File: src/rtl/router_pkg.sv
// Width helpers shared by the buffered router top and its per-channel FIFOs.
package router_pkg;

   function automatic int addr_w(input int n);
      return $clog2(n);
   endfunction

   function automatic int cnt_w(input int depth);
      return $clog2(depth + 1);
   endfunction

endpackage

File: src/rtl/router_fifo.sv
// Single-channel circular FIFO with count-based full/empty; pointers wrap at
// p_depth-1 so non-power-of-two depths work.
module router_fifo import router_pkg::*; #(
   parameter int p_nbits = 29,
   parameter int p_depth = 2
) (
   input  logic                         clk,
   input  logic                         reset,
   input  logic                         enq_val,
   input  logic [p_nbits-1:0]           enq_msg,
   output logic                         full,
   input  logic                         deq_rdy,
   output logic                         deq_val,
   output logic [p_nbits-1:0]           deq_msg,
   output logic [cnt_w(p_depth)-1:0]    count
);

   localparam int CW = cnt_w(p_depth);
   localparam int PW = (p_depth > 1) ? $clog2(p_depth) : 1;
   localparam logic [PW-1:0] LAST = PW'(p_depth - 1);

   logic [p_nbits-1:0] mem [p_depth];
   logic [PW-1:0]      rd_ptr;
   logic [PW-1:0]      wr_ptr;
   logic               enq;
   logic               deq;

   assign full    = (count == CW'(p_depth));
   assign deq_val = (count != '0);
   assign enq     = enq_val && !full;
   assign deq     = deq_rdy && deq_val;
   assign deq_msg = mem[rd_ptr];

   always_ff @(posedge clk or negedge reset) begin
      if (!reset) begin
         rd_ptr <= '0;
         wr_ptr <= '0;
         count  <= '0;
      end else begin
         if (enq) wr_ptr <= (wr_ptr == LAST) ? '0 : wr_ptr + 1'b1;
         if (deq) rd_ptr <= (rd_ptr == LAST) ? '0 : rd_ptr + 1'b1;
         if (enq && !deq)
            count <= count + 1'b1;
         else if (deq && !enq)
            count <= count - 1'b1;
      end
   end

   // Payload storage carries no reset; validity is tracked solely by count.
   always_ff @(posedge clk) begin
      if (enq) mem[wr_ptr] <= enq_msg;
   end

endmodule

File: src/rtl/buffered_router.sv
// Steers each input message to one of p_noutputs channels by its top address
// bits, stripping them, with an independent FIFO per destination channel.
module buffered_router import router_pkg::*; #(
   parameter int p_nbits    = 32,
   parameter int p_noutputs = 8,
   parameter int p_depth    = 2
) (
   input  logic                                   clk,
   input  logic                                   reset,
   input  logic                                   valid,
   input  logic [p_nbits-1:0]                     message_in,
   output logic                                   ready_out,
   input  logic                                   ready [p_noutputs],
   output logic [p_noutputs-1:0]                  valid_out,
   output logic [p_nbits-addr_w(p_noutputs)-1:0]  message_out [p_noutputs],
   output logic [cnt_w(p_depth)-1:0]              occupancy [p_noutputs]
);

   localparam int AW = addr_w(p_noutputs);
   localparam int PL = p_nbits - AW;

   logic [AW-1:0]         sel;
   logic [PL-1:0]         payload;
   logic [p_noutputs-1:0] full;
   logic [p_noutputs-1:0] enq;

   assign sel     = message_in[p_nbits-1 -: AW];
   assign payload = message_in[PL-1:0];

   // Acceptance looks only at the addressed FIFO's current fill level, so no
   // downstream ready can reach ready_out combinationally.
   assign ready_out = !full[sel];

   always_comb begin
      enq      = '0;
      enq[sel] = valid && ready_out;
   end

   for (genvar g = 0; g < p_noutputs; g++) begin : g_chan
      router_fifo #(
         .p_nbits (PL),
         .p_depth (p_depth)
      ) u_fifo (
         .clk     (clk),
         .reset   (reset),
         .enq_val (enq[g]),
         .enq_msg (payload),
         .full    (full[g]),
         .deq_rdy (ready[g]),
         .deq_val (valid_out[g]),
         .deq_msg (message_out[g]),
         .count   (occupancy[g])
      );
   end

endmodule

File: config.mk
export PLATFORM = sky130hd
export DESIGN_NAME = buffered_router
export DESIGN_NICKNAME = d
export VERILOG_FILES = /design/src/rtl/router_pkg.sv /design/src/rtl/router_fifo.sv /design/src/rtl/buffered_router.sv
export SDC_FILE = /design/constraint.sdc
export NUM_CORES = 1
export LEC_CHECK = 0
export BUFFER_PORTS_ARGS = -buffer_cell sky130_fd_sc_hd__buf_2
export CORE_MARGIN = 3
export CORE_UTILIZATION = 40
export CTS_BUF_LIST = sky130_fd_sc_hd__clkbuf_4 sky130_fd_sc_hd__clkbuf_8
export CTS_CLUSTER_SIZE = 12
export DETAILED_ROUTE_END_ITERATION = 8
export SLEW_MARGIN = 20
export SYNTH_ARGS = -nofsm -noshare
export SYNTH_HDL_FRONTEND = slang
export SYNTH_SLANG_ARGS = --single-unit
File: constraint.sdc
create_clock -name clk -period 5.2 [get_ports clk]
set_input_delay 1.3 -clock clk [delete_from_list [all_inputs] [get_ports clk]]
set_output_delay 1.3 -clock clk [all_outputs]
set_load 0.005 [all_outputs]
==> impl_metrics.tcl <==
set metrics [dict create \
    antenna_found_initial 0 \
    finalCritPeriodShare_pct 71.7 \
    setup_viol 0 \
    die_y_um 221 \
    grt_overflow_total 0 \
    diodes 0 \
    wire_per_inst_um 22.7 \
    cts_tree "built" \
    fillers 3933 \
    routed_via_density 4.86 \
    grt_start_max_net_pins 33 \
    synthFlopType "edfxtp_1" \
    synth_async_sr_flop_share_pct 6.45 \
    clk_path_buf_depth 3 \
    grt_pass1_wl_um 63300 \
    portBuffers 299 \
    synth_cell_types 30 \
    hold_path.class "flop to flop" \
    ant_nets 0 \
    place_ws_ns 1.48 \
    cts_root_buf "clkbuf_8" \
    start_util_pct 40.6 \
    multiInputGateArea_um2 3600 \
    required_ns 3.90 \
    syn_inst 888 \
    power_switching_mw 2.96 \
    drt_iter0_drc 467 \
    gp_congestion 0.757 \
    vias 9237 \
    cap_viol_max_count 0 \
    ir_worst_vdd_mv 0.287 \
    worstPathMaxFanout 10 \
    io_pins 300 \
    relSlewSlack_pct 31.0 \
    powerDensity_nw_per_um2 481 \
    ys_ff_latch 496 \
    area_growth_pct 20.4 \
    synth-warning-count 0 \
    combPwrFrac_pct 20.0 \
    dp_hpwl_um 26300 \
    synth_edf_count 464 \
    finalSetupTns_ns 0 \
    intPower_mw 7.73 \
    path_clk_slew_ns 0.06 \
    synth_nets 939 \
    first_global_vias 9567 \
    core-area_um2 45500 \
    critical_path_arrival_ns 2.43 \
    grt_util_all_layers_pct 17.5 \
    cts_setup_buffers 0 \
    seqCellArea_um2 14700 \
    worst_pin_slew_ns 1.03 \
    dr.pass1.iters 6 \
    status "finished clean" \
    htreeDepth 3 \
    avgSynthCellArea_um2 20.8 \
    layout_setup_ws_ns 1.47 \
    cts-buffers-inserted 81 \
    final_nets 1295 \
    pwr-share-seq_pct 49.6 \
    drv_slew 0 \
    syn-cell-area_um2 18500 \
    yosysSeqAreaShare_pct 79.8 \
    insertion_delay_ns 0.63 \
    hold_buffers 0 \
    p_sw_share_pct 27.7 \
    finalPower_mw 10.7 \
    cts.repair.resized 0 \
    crit_type "input pin to primary output" \
    rows 78 \
    cp-end-kind "primary output" \
    post-route-drc-count 0 \
    rrSetupSlack_ns 2.76 \
    fin_crit_ns 3.73 \
    clkPwrFrac_pct 30.5 \
    hold_viol_final 0 \
    drive_above_1_share_pct 54.1 \
    clock_skew_ns 0.0183 \
    crit_path_start_kind "input pin" \
    fp.dieW_um 221 \
    rsz0062_at_grt "no" \
    p_leak_nw 7.92 \
    wl_um 43000 \
    clock.fmax_ghz 0.268 \
    die_area_um2 48800 \
    clock-sinks 496 \
]
-- Yosys cell counts, drive strengths merged (7+ instances only) --
cell	instances	share of area (%)
and2	7	0.24
buf	18	0.62
clkbuf	16	0.33
dfrtp	32	4.3
edfxtp	464	75
ha	8	0.54
mux2	232	14
nand2	11	0.24
nor2	11	0.22
nor2b	7	0.24
or2	8	0.27
xnor2	18	0.85
xor2	23	1.1
-- metal layers --
| metal | GRT usage [%] | part of all wire (%) | up-vias |
|---|---|---|---|
| met2 | 28.7 | 49 | 291 |
| met5 | 0 | 0 | - |
| met1 | 23.2 | 43 | 4744 |
| met4 | 5.46 | 1.9 | 0 |
| li1 | - | - | 4157 |
| met3 | 4.26 | 6.0 | 45 |
-- path summary, 6_finish.rpt --
path / end / from / cells past startpoint
worst max-delay path: ready_out / message_in[29] / 5
worst min-delay path: g_chan[5].u_fifo.wr_ptr$_DFFE_PN0P_ / g_chan[5].u_fifo.wr_ptr$_DFFE_PN0P_ / 1
worst max register to register: g_chan[0].u_fifo.mem[0][3]$_DFFE_PP_ / g_chan[0].u_fifo.count[0]$_DFFE_PN0P_ / 3
worst min register to register: g_chan[5].u_fifo.wr_ptr$_DFFE_PN0P_ / g_chan[5].u_fifo.wr_ptr$_DFFE_PN0P_ / 1
max in group asynchronous: g_chan[2].u_fifo.rd_ptr$_DFFE_PN0P_ / reset / 1
min in group asynchronous: g_chan[6].u_fifo.count[0]$_DFFE_PN0P_ / reset / 1
-- placed cells by master, fill, tap and decap left out, types with 10 or more instances in the layout --
master | Yosys | final
edfxtp_1 | 464 | 464
buf_2 | 8 | 299
mux2_2 | 232 | 232
clkbuf_8 | 0 | 85
clkbuf_4 | 0 | 33
dfrtp_1 | 32 | 24
xor2_1 | 23 | 23
xnor2_1 | 18 | 18
clkinv_1 | 0 | 15
nand2_1 | 10 | 10
-- cell families after synthesis --
logic type | Yosys count | synth area share, %
AOI/OAI and AO/OA | 6 | 0.339
xor gates and xnor gates | 41 | 1.95
adders and majority gates | 8 | 0.542
buffers and inverters | 38 | 1.03
DFF | 496 | 79.8
muxes | 232 | 14.2
and+or+nand+nor | 67 | 2.17
-- flip-flops by register name, summed over array words and instances, names as in the netlist --
| register | flops |
|---|---|
| g_chan.u_fifo.wr_ptr | 8 |
| g_chan.u_fifo.mem | 464 |
| g_chan.u_fifo.rd_ptr | 8 |
| g_chan.u_fifo.count | 16 |
-- power by group through the flow --
stage	sequential, mW	clock [mW]	combinational (mW)
CTS	5.33	3.38	2.18
global placement	5.40	0	2.16
floorplan	4.87	0	1.55
finish	5.30	3.26	2.14
global route	5.37	3.55	2.30
detailed placement	5.41	0	2.17
-- worst max-delay path, stage by stage --
cell,delay (ns)
buf_2,0.17
or3b_2,0.48
a211oi_1,0.25
a211oi_1,0.08
buf_2,0.14
-- per-stage QoR --
stage | util (%) | instance area (µm²) | std cells | hold WS (ns)
floorplan | - | 18500 | 888 | 0.455
global placement | 45.4 | 20700 | 1761 | 0.492
detailed placement | 45.4 | 20700 | 1761 | 0.492
CTS | 48.9 | 22200 | 1899 | 0.504
global route | 48.9 | 22200 | 1899 | 0.525
finish | 48.9 | 22200 | 1899 | 0.500
-- area by class of cell --
cell class	instances	area share [%]
Tap cell	600	3.38
Clock inverter	20	0.614
Sequential cell	496	66.3
Clock buffer	118	6.38
Inverter	4	0.0676
Multi-Input combinational cell	354	16.2
Timing Repair Buffer	307	7.00
No activity file was read; power rests on OpenSTA's default activity.
